## config.mk

```make
export PLATFORM = sky130hd
export DESIGN_NAME = ahb_req_arbiter_flat
export DESIGN_NICKNAME = d
export VERILOG_FILES = /design/src/rtl/ahb_req_arbiter_pkg.sv /design/src/rtl/ahb_req_arbiter_if.sv /design/src/rtl/ahb_req_arbiter_rr_pick.sv /design/src/rtl/ahb_req_arbiter.sv /design/src/flat_wrapper.sv
export SDC_FILE = /design/constraint.sdc
export NUM_CORES = 1
export LEC_CHECK = 0
export CELL_PAD_IN_SITES_DETAIL_PLACEMENT = 0
export CELL_PAD_IN_SITES_GLOBAL_PLACEMENT = 1
export CORE_AREA = 3 3 221 223
export CTS_BUF_LIST = sky130_fd_sc_hd__clkbuf_16
export CTS_CLUSTER_DIAMETER = 80
export DETAILED_ROUTE_END_ITERATION = 16
export DIE_AREA = 0 0 224 226
export GPL_TIMING_DRIVEN = 0
export PLACE_DENSITY_LB_ADDON = 0.1
export SYNTH_ARGS = -nofsm -noshare
export SYNTH_HDL_FRONTEND = slang
export SYNTH_SLANG_ARGS = --single-unit
```

## constraint.sdc

```tcl
create_clock -name Hclk -period 4.55 [get_ports Hclk]
set_clock_uncertainty 0.1 [all_clocks]
set_input_delay 0.91 -clock Hclk [delete_from_list [all_inputs] [get_ports Hclk]]
set_output_delay 0.91 -clock Hclk [all_outputs]
set_load 0.02 [all_outputs]
```

## src/rtl/ahb_req_arbiter_pkg.sv

```systemverilog
// Shared types and widths for the AHB requester arbiter: FSM state encoding,
// bus widths and the round-robin pointer wrap helper.
package ahb_ctrl_pkg;

  localparam int ADDR_W = 32;
  localparam int DATA_W = 32;
  localparam int SEL_W  = 2;

  typedef enum logic [2:0] {
    ST_IDLE  = 3'd0,
    ST_ISSUE = 3'd1,
    ST_ADDR  = 3'd2,
    ST_DATA  = 3'd3,
    ST_DONE  = 3'd4
  } state_t;

  function automatic int ptr_wrap_inc(input int idx, input int n);
    return (idx + 1 >= n) ? 0 : idx + 1;
  endfunction

endpackage

```

## src/rtl/ahb_req_arbiter_if.sv

```systemverilog
// Requester-side and master-side signal bundle of the arbiter; the slave
// modport is the arbiter's view, the master modport is its environment's view.
interface ahb_req_arbiter_if
  import ahb_ctrl_pkg::*;
#(
  parameter int NREQ = 4
) ();

  logic [NREQ-1:0]        req;
  logic [NREQ-1:0]        req_wr;
  logic [ADDR_W*NREQ-1:0] req_addr;
  logic [DATA_W*NREQ-1:0] req_d1;
  logic [DATA_W*NREQ-1:0] req_d2;
  logic [SEL_W*NREQ-1:0]  req_sel;
  logic [NREQ-1:0]        gnt;
  logic [NREQ-1:0]        ack;
  logic                   ack_err;
  logic [DATA_W-1:0]      rdata;
  logic                   m_enable;
  logic                   m_wr;
  logic [ADDR_W-1:0]      m_addr;
  logic [DATA_W-1:0]      m_d1;
  logic [DATA_W-1:0]      m_d2;
  logic [SEL_W-1:0]       m_sel;
  logic [DATA_W-1:0]      m_dout;
  logic                   Hready_out;

  modport slave (
    input  req, req_wr, req_addr, req_d1, req_d2, req_sel, m_dout, Hready_out,
    output gnt, ack, ack_err, rdata, m_enable, m_wr, m_addr, m_d1, m_d2, m_sel
  );

  modport master (
    output req, req_wr, req_addr, req_d1, req_d2, req_sel, m_dout, Hready_out,
    input  gnt, ack, ack_err, rdata, m_enable, m_wr, m_addr, m_d1, m_d2, m_sel
  );

endinterface

```

## src/rtl/ahb_req_arbiter_rr_pick.sv

```systemverilog
// Combinational round-robin picker: first asserted request at or above ptr,
// scanning upward with wrap-around.
module rr_pick #(
  parameter int NREQ = 4
) (
  input  logic [NREQ-1:0]         req,
  input  logic [$clog2(NREQ)-1:0] ptr,
  output logic [NREQ-1:0]         gnt_next,
  output logic [$clog2(NREQ)-1:0] idx_next,
  output logic                    any
);

  localparam int PW = $clog2(NREQ);

  logic [PW-1:0] w_pos;

  always_comb begin
    gnt_next = '0;
    idx_next = '0;
    any      = 1'b0;
    w_pos    = '0;
    for (int k = 0; k < NREQ; k++) begin
      w_pos = PW'((int'(ptr) + k) % NREQ);
      if (!any && req[w_pos]) begin
        any             = 1'b1;
        idx_next        = w_pos;
        gnt_next[w_pos] = 1'b1;
      end
    end
  end

endmodule

```

## src/rtl/ahb_req_arbiter.sv

```systemverilog
// Round-robin arbiter that sequences one shared ahb_master through a single
// transfer per grant, with bounded data-phase retries.
module ahb_req_arbiter
  import ahb_ctrl_pkg::*;
#(
  parameter int NREQ      = 4,
  parameter int MAX_RETRY = 3
) (
  input  logic             Hclk,
  input  logic             Hreset,
  ahb_req_arbiter_if.slave bus
);

  localparam int PW = $clog2(NREQ);
  localparam int RW = $clog2(MAX_RETRY + 2);

  state_t            r_state, w_state_nxt;
  logic [NREQ-1:0]   r_gnt, w_gnt_next;
  logic [PW-1:0]     r_idx, r_ptr, w_idx_next;
  logic              w_any, w_retry_ok;
  logic [RW-1:0]     r_retry;
  logic              r_err, r_wr;
  logic [ADDR_W-1:0] r_addr;
  logic [DATA_W-1:0] r_d1, r_d2, r_rdata;
  logic [SEL_W-1:0]  r_sel;

  logic [ADDR_W-1:0] w_addr_arr [NREQ];
  logic [DATA_W-1:0] w_d1_arr   [NREQ];
  logic [DATA_W-1:0] w_d2_arr   [NREQ];
  logic [SEL_W-1:0]  w_sel_arr  [NREQ];

  for (genvar g = 0; g < NREQ; g++) begin : g_unpack
    assign w_addr_arr[g] = bus.req_addr[ADDR_W*g +: ADDR_W];
    assign w_d1_arr[g]   = bus.req_d1[DATA_W*g +: DATA_W];
    assign w_d2_arr[g]   = bus.req_d2[DATA_W*g +: DATA_W];
    assign w_sel_arr[g]  = bus.req_sel[SEL_W*g +: SEL_W];
  end

  rr_pick #(.NREQ(NREQ)) u_pick (
    .req      (bus.req),
    .ptr      (r_ptr),
    .gnt_next (w_gnt_next),
    .idx_next (w_idx_next),
    .any      (w_any)
  );

  assign w_retry_ok = int'(r_retry) < MAX_RETRY;

  always_ff @(posedge Hclk) begin
    if (Hreset) r_state <= ST_IDLE;
    else        r_state <= w_state_nxt;
  end

  always_comb begin
    w_state_nxt = r_state;
    unique case (r_state)
      ST_IDLE:  if (w_any) w_state_nxt = ST_ISSUE;
      ST_ISSUE: w_state_nxt = ST_ADDR;
      ST_ADDR:  w_state_nxt = ST_DATA;
      ST_DATA:  w_state_nxt = (bus.Hready_out || !w_retry_ok) ? ST_DONE : ST_ISSUE;
      ST_DONE:  w_state_nxt = ST_IDLE;
      default:  w_state_nxt = ST_IDLE;
    endcase
  end

  // Command registers are captured once per grant and held through DONE so the
  // master sees stable inputs across every retry of the same transfer.
  always_ff @(posedge Hclk) begin
    if (Hreset) begin
      r_gnt   <= '0;
      r_idx   <= '0;
      r_ptr   <= '0;
      r_retry <= '0;
      r_err   <= 1'b0;
      r_wr    <= 1'b0;
      r_addr  <= '0;
      r_d1    <= '0;
      r_d2    <= '0;
      r_sel   <= '0;
      r_rdata <= '0;
    end else begin
      case (r_state)
        ST_IDLE: if (w_any) begin
          r_gnt  <= w_gnt_next;
          r_idx  <= w_idx_next;
          r_wr   <= bus.req_wr[w_idx_next];
          r_addr <= w_addr_arr[w_idx_next];
          r_d1   <= w_d1_arr[w_idx_next];
          r_d2   <= w_d2_arr[w_idx_next];
          r_sel  <= w_sel_arr[w_idx_next];
          r_err  <= 1'b0;
        end
        ST_DATA: begin
          if (bus.Hready_out) r_err   <= 1'b0;
          else if (w_retry_ok) r_retry <= r_retry + RW'(1);
          else                 r_err   <= 1'b1;
        end
        ST_DONE: begin
          if (!r_wr && !r_err) r_rdata <= bus.m_dout;
          r_ptr   <= PW'(ptr_wrap_inc(int'(r_idx), NREQ));
          r_retry <= '0;
          r_gnt   <= '0;
        end
        default: ;
      endcase
    end
  end

  assign bus.gnt      = r_gnt;
  assign bus.ack      = (r_state == ST_DONE) ? r_gnt : '0;
  assign bus.ack_err  = (r_state == ST_DONE) && r_err;
  assign bus.rdata    = r_rdata;
  assign bus.m_enable = (r_state == ST_ISSUE);
  assign bus.m_wr     = r_wr;
  assign bus.m_addr   = r_addr;
  assign bus.m_d1     = r_d1;
  assign bus.m_d2     = r_d2;
  assign bus.m_sel    = r_sel;

endmodule

```

## src/flat_wrapper.sv

```systemverilog
// flat-port wrapper written by rule: the top's interface ports become plain ports
module ahb_req_arbiter_flat import ahb_ctrl_pkg::*;
#(
  parameter int NREQ      = 4,
  parameter int MAX_RETRY = 3
)
  (Hclk, Hreset, bus_req, bus_req_wr, bus_req_addr, bus_req_d1, bus_req_d2, bus_req_sel, bus_m_dout, bus_Hready_out, bus_gnt, bus_ack, bus_ack_err, bus_rdata, bus_m_enable, bus_m_wr, bus_m_addr, bus_m_d1, bus_m_d2, bus_m_sel);
  ahb_req_arbiter_if #(.NREQ(NREQ)) bus_i ();
  input  logic Hclk;
  input  logic Hreset;
  input wire logic [$bits(bus_i.req)-1:0] bus_req;
  input wire logic [$bits(bus_i.req_wr)-1:0] bus_req_wr;
  input wire logic [$bits(bus_i.req_addr)-1:0] bus_req_addr;
  input wire logic [$bits(bus_i.req_d1)-1:0] bus_req_d1;
  input wire logic [$bits(bus_i.req_d2)-1:0] bus_req_d2;
  input wire logic [$bits(bus_i.req_sel)-1:0] bus_req_sel;
  input wire logic [$bits(bus_i.m_dout)-1:0] bus_m_dout;
  input wire logic [$bits(bus_i.Hready_out)-1:0] bus_Hready_out;
  output wire logic [$bits(bus_i.gnt)-1:0] bus_gnt;
  output wire logic [$bits(bus_i.ack)-1:0] bus_ack;
  output wire logic [$bits(bus_i.ack_err)-1:0] bus_ack_err;
  output wire logic [$bits(bus_i.rdata)-1:0] bus_rdata;
  output wire logic [$bits(bus_i.m_enable)-1:0] bus_m_enable;
  output wire logic [$bits(bus_i.m_wr)-1:0] bus_m_wr;
  output wire logic [$bits(bus_i.m_addr)-1:0] bus_m_addr;
  output wire logic [$bits(bus_i.m_d1)-1:0] bus_m_d1;
  output wire logic [$bits(bus_i.m_d2)-1:0] bus_m_d2;
  output wire logic [$bits(bus_i.m_sel)-1:0] bus_m_sel;
  assign bus_i.req = bus_req;
  assign bus_i.req_wr = bus_req_wr;
  assign bus_i.req_addr = bus_req_addr;
  assign bus_i.req_d1 = bus_req_d1;
  assign bus_i.req_d2 = bus_req_d2;
  assign bus_i.req_sel = bus_req_sel;
  assign bus_i.m_dout = bus_m_dout;
  assign bus_i.Hready_out = bus_Hready_out;
  assign bus_gnt = bus_i.gnt;
  assign bus_ack = bus_i.ack;
  assign bus_ack_err = bus_i.ack_err;
  assign bus_rdata = bus_i.rdata;
  assign bus_m_enable = bus_i.m_enable;
  assign bus_m_wr = bus_i.m_wr;
  assign bus_m_addr = bus_i.m_addr;
  assign bus_m_d1 = bus_i.m_d1;
  assign bus_m_d2 = bus_i.m_d2;
  assign bus_m_sel = bus_i.m_sel;
  ahb_req_arbiter #(.NREQ(NREQ), .MAX_RETRY(MAX_RETRY)) u_core (.Hclk(Hclk), .Hreset(Hreset), .bus(bus_i));
endmodule
```

* Word-level counts from Yosys, hierarchy flattened
Index checks and enable logic that the tools add are counted.
** Cells by class
- Add/subtract/negate cells :: 5
- Magnitude comparators :: 12
- Equality and inequality tests :: 8
- Mux-type cells :: 56
- Bitwise gates (word level) :: 4
- Reduce and logical (&&, ||, !) cells :: 25
** Operators by type and width (count)
- 32-bit binary-select mux with 2-bit select :: 3
- 32-bit two-way mux :: 6
- 4-bit two-way mux :: 6
- 1-bit two-way mux :: 16
- 2-bit by 3-bit < comparator with 1-bit output, second input constant :: 5
- 2-bit two-way mux :: 7
- 3-bit two-way mux :: 4
- 4-bit bitwise OR :: 3
- 3-bit one-hot mux with 4 select lines :: 1
- 1-bit binary-select mux with 2-bit select :: 5
- 1-bit logical AND :: 9
- 1-bit demux with 2-bit select :: 4
- 2-bit by 1-bit >= comparator with 1-bit output, second input constant :: 4
- 4-bit one-hot mux with 2 select lines :: 1
- 3-bit by 2-bit equality test with 1-bit output, second input constant :: 2
- 3-bit >= comparator, second input constant :: 2
- 1-bit logical NOT :: 6
- 3-bit one-hot mux with 2 select lines :: 1
- 2-bit AND reduction :: 3
- 3-bit AND reduction :: 2
- 2-bit nonzero test :: 3
- 2-bit adder, second input constant :: 2
- 2-bit binary-select mux with 2-bit select :: 1
- 2-bit != test, second input constant :: 2
- 12 further kinds :: 12
** Storage, ports and cells
- Flip-flop bits (word level) :: 146
- Output and inout port bits :: 141

* Logic depth before layout (Yosys ltp)
Gate-level depths: netlist (run 1).
- Depth in word-level cells :: 16
- Gate-level depth with buffers :: 15
- Depth with buffers taken out :: 8

* Hierarchy
Synthesis (run 1) repeated with hierarchy kept, for this count alone.
** Unflattened totals
- Cell total of the unflattened synthesis :: 614
- Area total of the unflattened synthesis :: 7624.8 um^2
** By module, submodules not included
- ahb_req_arbiter :: times used 1, cells an instance 569, area an instance 7205.7 um^2, sequential area each 2922.8 um^2
- rr_pick :: times used 1, cells an instance 45, area an instance 419.2 um^2, sequential area each 0.0 um^2

* Worst setup path before layout (run 1)
No wires, ideal clock.
- Kind :: register -> register
- From :: register u_core.r_ptr[0]
- To :: register u_core.r_d1[13] (netlist: u_core.bus.m_d1[13])
- Library setup time :: 122 ps
- Data arrival time :: 3927 ps
- Setup slack :: 401 ps
- Cell stages (with the launch flop) :: 15
- Path buffers :: 6
- Cells stage by stage :: dfxtp_1 -> buf_2 -> buf_1 -> clkinv_1 -> clkbuf_1 -> ha_1 -> clkbuf_1 -> mux4_2 -> o21ba_2 -> or3_1 -> buf_4 -> nand2_4 -> buf_2 -> mux2_2 -> a221o_1
** On the way
- Word-level cells in the longest chain between the ends :: 16
- Elaborated cells between the ends (all ways) :: 30
** RTL lines
- from (decl) :: RTL line ahb_req_arbiter.sv:19 : logic [PW-1:0] r_idx, r_ptr, w_idx_next;
- from (signal assigned) :: RTL line ahb_req_arbiter.sv:100 : r_ptr <= PW'(ptr_wrap_inc(int'(r_idx), NREQ));
- branches (longest 16 deep; another with 2-bit by 1-bit adder with 2-bit output)
- to (signal assigned) :: RTL line ahb_req_arbiter.sv:88 : r_d1 <= w_d1_arr[w_idx_next];
- to (decl) :: RTL line ahb_req_arbiter.sv:24 : logic [DATA_W-1:0] r_d1, r_d2, r_rdata;
Parallel ways; which one is timed is not known. The select of a mux whose other input is x is not followed.
A chain may end at the register's enable or synchronous reset.

* Final worst setup path (run 1)
- From :: register u_core.r_ptr[0]
- To :: register u_core.r_d1[25] (netlist: u_core.bus.m_d1[25])
Same word-level chain as after synthesis.

==> results of run 1 <==
## worst max path at each step
stage / startpoint / endpoint / slack (ns) / depth (start not counted)
after global routing: u_core.r_ptr[0] / u_core.bus.m_addr[28] / 0.04 / 14
after floorplan: u_core.r_ptr[0] / u_core.bus.m_d1[13] / 0.40 / 14
after detailed placement: u_core.r_ptr[0] / u_core.bus.m_addr[1] / -1.44 / 14
final: u_core.r_ptr[0] / u_core.bus.m_d1[25] / 0.29 / 13
after global placement: u_core.r_ptr[0] / u_core.bus.m_d2[29] / -1.49 / 14
after CTS: u_core.r_ptr[0] / u_core.bus.m_d1[18] / 0.02 / 13
## worst register-to-register path: stages, from the launching register on
cell	delay (ns)
dfxtp_1	0.44
clkbuf_4	0.24
clkbuf_4	0.25
clkinv_2	0.20
clkbuf_4	0.28
ha_2	0.45
mux4_2	0.27
o21ba_2	0.20
or3_1	0.34
buf_4	0.21
nand2_8	0.18
buf_4	0.27
mux2_1	0.40
a221o_1	0.32
## cells in the final DEF, fill, tap and decap left out, types with 4 or more instances in the layout
cell type / n
clkdlybuf4s50_1: 573
dfxtp_1: 146
a21oi_1: 126
nand2_1: 109
nand3_1: 102
o21ai_0: 93
a221o_1: 86
mux2_2: 69
clkbuf_1: 62
mux2_1: 32
buf_2: 26
nor2_1: 18
clkbuf_16: 17
mux2i_1: 16
a21o_1: 15
o21bai_1: 13
a222oi_1: 13
a32oi_1: 12
buf_4: 12
ha_1: 9
diode_2: 8
clkbuf_2: 7
nor3_1: 6
a22oi_1: 5
and3_1: 5
a221oi_1: 4
clkbuf_4: 4
clkinv_4: 4
## final cells by class
| type | count | area share |
|---|---|---|
| Antenna cell | 8 | 0.001259 |
| Clock buffer | 17 | 0.02676 |
| Inverter | 3 | 0.0007870 |
| Buffer | 111 | 0.03258 |
| Clock inverter | 15 | 0.009995 |
| Timing Repair Buffer | 577 | 0.3627 |
| Sequential cell | 146 | 0.1839 |
| Multi-Input combinational cell | 773 | 0.3343 |
| Tap cell | 607 | 0.04777 |
## routing by layer
layer  vias up  global-route usage  wire, um
li1       5135                   -         -
met4         6             0.05675       884
met2       402              0.3594     26870
met1      4987              0.2352     21610
met3        47             0.07773      4578
met5         -                   0        54
## per-stage QoR
step	cells	worst slack, ns	cell area [um^2]	setup TNS (ns)
finish	2257	0.2938	15900	0
global route	2254	0.03684	15890	0
CTS	2249	0.01582	15850	0
detailed placement	2214	-1.440	15190	-117.16
global placement	2214	-1.494	15190	-121.60
floorplan	1034	0.4010	8698	0
## kinds of logic (layout without fill, tap and decap cells)
group,after synthesis,in the layout,share of synthesized area
compound gates,378,378,0.2959
simple gates,265,265,0.1421
flops,146,146,0.3360
mux,119,119,0.1543
buf+inv,115,723,0.05624
fa+ha+maj,10,10,0.01438
xor+xnor,1,1,0.001007
other cells,0,8,0
## repair_timing
item                       in CTS  in global routing
buffers inserted                4                  0
hold endpoints to repair        0                  0
pin swaps                       1                  0
gates resized for setup        18                 14
setup endpoints to repair     104                 87
## power by group
part / switching [mW] / internal, mW / total, mW / leakage, nW
registers: 0.0798 / 1.41 / 1.49 / 1.20
clock network: 0.696 / 0.810 / 1.51 / 0.277
logic: 0.713 / 0.803 / 1.52 / 4.16
## sequential cells by signal, summed over array words and instances, names as in the netlist
| name | flops |
|---|---|
| u_core.bus.m_addr | 32 |
| u_core.bus.m_d1 | 32 |
| u_core.bus.m_d2 | 32 |
| u_core.bus.rdata | 32 |
| u_core.bus.gnt | 4 |
| u_core.r_retry | 3 |
| u_core.r_state | 3 |
| u_core.bus.m_sel | 2 |
| u_core.r_idx | 2 |
| u_core.r_ptr | 2 |
| u_core.bus.m_wr | 1 |
| u_core.r_err | 1 |
==> impl_results.md, run 1 <==
- Status: completed
- Crit-path leading delay family: buffers and inverters
- Syn Inst Count: 1,034
- Area Overhead vs Synth: 82.77%
- CTS buffer count: 17
- Minimum clock period: 4.256 ns
- Initial DRC count: 615
- Hold depth: 2
- Post-synth top cells: 146 x dfxtp_1, 127 x a21oi_1, 109 x nand2_1
- Initial antenna violation count: 9
- RSZ-0062 raised after global routing: false
- CP Cell Sequence: clkbuf_4, clkbuf_4, clkinv_2, clkbuf_4, ha_2, mux4_2, o21ba_2, or3_1, buf_4, nand2_8, buf_4, mux2_1, a221o_1
- Critical Path End Type: flip-flop
- Overall power: 4.510 mW
- Overall global routing resource usage: 0.2056
- Core region area: 46,750 um^2
- Multi-input logic area: 5315 um^2
- Cell leakage power: 5.634 nW
- Htree depth: 4
- Hold EP: u_core.bus.rdata[29]
- Fillcell total: 4,943
- Syn_area_per_cell: 8.412 um^2
- Top_reg_cell synth: dfxtp_1
- Endpoints failing hold: 0
- Vias: 10,580
- Path category of the worst min-delay check: flip-flop to flip-flop
- Cell Rows: 79
- Synth area leaders: dfxtp_1 34%, a221o_1 9.9%, mux2_2 8.9%, a21oi_1 7.3%, nand3_1 5.9%
- DRC viols: 0
- Highest Clock Rate: 0.2349 GHz
- Sequential share of the synthesized area: 0.3360
- Final #Nets: 2,074
- Worst r2r dst: u_core.bus.m_d1[25]
- Wirelength per Cell: 23.93 um
- WL final: 54,000 um
- Hold wc startpoint: u_core.bus.rdata[29]
- Mapped cell area: 8698 um^2
- Worst setup path class: flip-flop to flip-flop
- Async set-reset flop share out of synthesis: 0
- DIE AREA: 50,620 um^2
- Final Wtd Congestion: 0.8430
- Die height: 226 um
- CP Max Fanout: 13
- Number of setup violations in the final report: 0
- Yosys top cell by area: dfxtp_1
- YS warnings: 0
- Slowest stage cell, crit path: ha_2
- Clock transition at path regs: 0.07 ns
- R2r setup slk: 0.29 ns
- Fin util: 0.3400
- Worst r2r src: u_core.r_ptr[0]
- Antenna-violating nets left: 0
- Initial Util: 0.1860
- EDFF count, synth: 0
- Post-DR vias/cell: 4.686
- Path depth of the worst reg2reg path: 13
- FF+latch area: 2923 um^2
- Crit path largest cell delay: 0.45 ns
- Mapped Nets: 1,479
- Max clock buf depth: 2
- Post-CTS Hold Buffers: 0
- Synth unique cells: 51
- CP startpoint kind: flip-flop
- WHS: 0.3524 ns
- Peak VDD IR: 0.0001571 V
- Detailed Routing Iterations Pass 1: 5
- Most frequent cell after synthesis: dfxtp_1
- Final Max Tran Viols: 0
- Data arrival, critical path: 4.53 ns
- CP Buf/Inv Count: 6
- Ports: 576
- Clk_lat worst skew: 0.48 ns
- Chip width: 224 um
- Flops & latches, synth: 146
- Layout cells sized above 1: 0.1005
- Rel. slew slack: 0.2855
- Clk sinks: 146
- Largest net degree at the start of global routing: 17
- Pwr/cell area: 283.7 nW/um^2
- Critical Path Most Common Cell: clkbuf_4
- # port buffers: 573
- Max-cap violations: 0
- CTS tree: built
- Worst endpoint required time: 4.83 ns
- Vias in the first global route: 11,070
- Final period util: 0.9354
- First-pass GRT wire length: 76,000 um
- Grt ovf: 0
- Worst Tran Pin Value: 1.072 ns
- Detailed Place HPWL: 42,600 um
- Post-synth top area share: 0.3360
- Root Buffer: clkbuf_16
Power figures use the tool's default switching activity.
==> run 2: changes to the inputs <==
--- a/config.mk
+++ b/config.mk
@@ -7,13 +7,13 @@
 export LEC_CHECK = 0
 export CELL_PAD_IN_SITES_DETAIL_PLACEMENT = 0
 export CELL_PAD_IN_SITES_GLOBAL_PLACEMENT = 1
-export CORE_AREA = 3 3 221 223
+export CORE_AREA = 2 2 226 228
 export CTS_BUF_LIST = sky130_fd_sc_hd__clkbuf_16
 export CTS_CLUSTER_DIAMETER = 80
 export DETAILED_ROUTE_END_ITERATION = 16
-export DIE_AREA = 0 0 224 226
+export DIE_AREA = 0 0 228 230
 export GPL_TIMING_DRIVEN = 0
-export PLACE_DENSITY_LB_ADDON = 0.1
+export PLACE_DENSITY = 0.59
 export SYNTH_ARGS = -nofsm -noshare
 export SYNTH_HDL_FRONTEND = slang
 export SYNTH_SLANG_ARGS = --single-unit
==> impl_results.md, run 2 (synthesized netlist as in run 1, its figures left out) <==
- Vias: 10,870
- Critical Path Most Common Cell: buf_4
- DIE AREA: 52,440 um^2
- Post-DR vias/cell: 4.682
- Rel. slew slack: 0.4313
- CTS buffer count: 17
- CP Cell Sequence: buf_2, buf_4, clkinv_2, clkbuf_4, ha_2, mux4_2, o21ba_2, or3_1, buf_4, clkbuf_1, nand3_1, a21oi_1, a221o_1
- Overall global routing resource usage: 0.1989
- Final Wtd Congestion: 0.8340
- WHS: 0.3520 ns
- Endpoints failing hold: 0
- Worst setup path class: flip-flop to flip-flop
- Max clock buf depth: 2
- Die height: 230 um
- CP Buf/Inv Count: 6
- Final period util: 0.9419
- Grt ovf: 0
- CP startpoint: u_core.r_ptr[0]
- Post-CTS Hold Buffers: 0
- Initial Util: 0.1744
- DRC viols: 0
- Htree depth: 4
- Layout cells sized above 1: 0.09805
- CP Max Fanout: 13
- Crit-path leading delay family: buffers and inverters
- Path depth of the worst reg2reg path: 13
- Root Buffer: clkbuf_16
- Worst path depth: 13
- Most common cell after layout, fill and taps aside: clkdlybuf4s50_1
- Clk_lat worst skew: 0.49 ns
- Status: completed
- Post-route cell area: 15,970 um^2
- Max-cap violations: 0
- Final Max Tran Viols: 0
- Chip width: 228 um
- Core region area: 49,860 um^2
- RSZ-0062 raised after global routing: false
- Pwr/cell area: 279.7 nW/um^2
- Peak VDD IR: 0.0002359 V
- Detailed Place HPWL: 42,450 um
- Antenna-violating nets left: 0
- Initial DRC count: 646
- Slowest stage cell, crit path: clkbuf_1
- Worst endpoint required time: 4.87 ns
- Cell leakage power: 5.641 nW
- Crit path largest cell delay: 0.50 ns
- R2r setup slk: 0.26 ns
- WL final: 53,390 um
- DP Area: 15,290 um^2
- Wirelength per Cell: 22.99 um
- Largest net degree at the start of global routing: 17
- CP Capture Point: u_core.bus.m_d1[28]
- Path category of the worst min-delay check: flip-flop to flip-flop
- Worst r2r src: u_core.r_ptr[0]
- Detailed Routing Iterations Pass 1: 6
- Data arrival, critical path: 4.61 ns
- Clk sinks: 146
- Worst r2r dst: u_core.bus.m_d1[28]
- Clock transition at path regs: 0.07 ns
- Area Overhead vs Synth: 83.60%
- Most frequent cells in the layout: 573 x clkdlybuf4s50_1, 146 x dfxtp_1, 126 x a21oi_1
- Ports: 576
- Worst Tran Pin Value: 0.8530 ns
- CTS tree: built
- Critical Path End Type: flip-flop
- Cell Rows: 82
- Number of setup violations in the final report: 0
- Minimum clock period: 4.286 ns
- Highest Clock Rate: 0.2333 GHz
- CP startpoint kind: flip-flop
- Initial antenna violation count: 15
- Final #Nets: 2,074
- Vias in the first global route: 11,240
- # port buffers: 573
- First-pass GRT wire length: 75,980 um
==> run 2: cell types whose count changed in the layout (fill, tap and decap cells not counted), sizes merged <==
cell           before  now
clkinv              8   10
clkdlybuf4s15       0    1
buf                42   41
clkinvlp            3    1
==> run 2: layout make-up <==
cell class                 instances  area [um^2]
antenna                            8        20.02
buffer                           111        520.5
clock buffer                      17        425.4
clock inverter                    15        143.9
fill                            5346        33890
inverter                           3        12.51
multi-input combinational        773         5315
sequential                       146         2923
tap                              672        840.8
timing repair buffer             577         5769
==> run 2: how the worst min path moves through the flow <==
stage          cells after the start  slack, ns                    to            startpoint
6_report                           2       0.35  u_core.bus.rdata[24]  u_core.bus.rdata[24]
5_1_grt                            2       0.38  u_core.bus.rdata[28]  u_core.bus.rdata[28]
4_1_cts                            2       0.36  u_core.bus.rdata[25]  u_core.bus.rdata[25]
3_5_place_dp                       2       0.35  u_core.bus.rdata[25]  u_core.bus.rdata[25]
3_3_place_gp                       2       0.34  u_core.bus.rdata[15]  u_core.bus.rdata[15]
2_1_floorplan                      2       0.36       u_core.r_idx[1]       u_core.r_idx[1]
==> run 2: through the flow <==
step                  util  power, mW  cells  TNS [ns]  setup WS (ns)
floorplan                -      2.144   1034         0         0.4010
detailed placement  0.3066      3.031   2280   -124.33         -1.676
global route        0.3202      4.692   2320         0        0.02300
global placement    0.3063      3.029   2279   -129.42         -1.644
finish              0.3203      4.467   2322         0         0.2642
CTS                 0.3187      4.542   2311  -0.03775       -0.01862
==> run 2: per-layer routing <==
metal,routed length (um),track usage,vias up
li1,-,-,5129
met1,20700,0.2170,5174
met2,26390,0.3440,480
met3,4574,0.07589,79
met4,1658,0.08599,10
met5,60,0,-
==> run 2: what timing repair did <==
item,4_1_cts,5_1_grt
pin swaps,0,1
endpoints found under the hold margin,0,0
resized for setup,14,15
setup buffers,0,3
setup endpoints to repair,104,86
==> run 2: power by group <==
group	switching [mW]	total, mW	internal, mW
combinational	0.710	1.51	0.803
sequential	0.0866	1.49	1.41
clock	0.659	1.46	0.800
==> run 2: worst min-delay path, delay by kind of cell, from the launching register on <==
family	cells	cell delay, ns
flip-flops	1	0.31
AO/OA/AOI/OAI	1	0.05
AND/OR/NAND/NOR	1	0.05
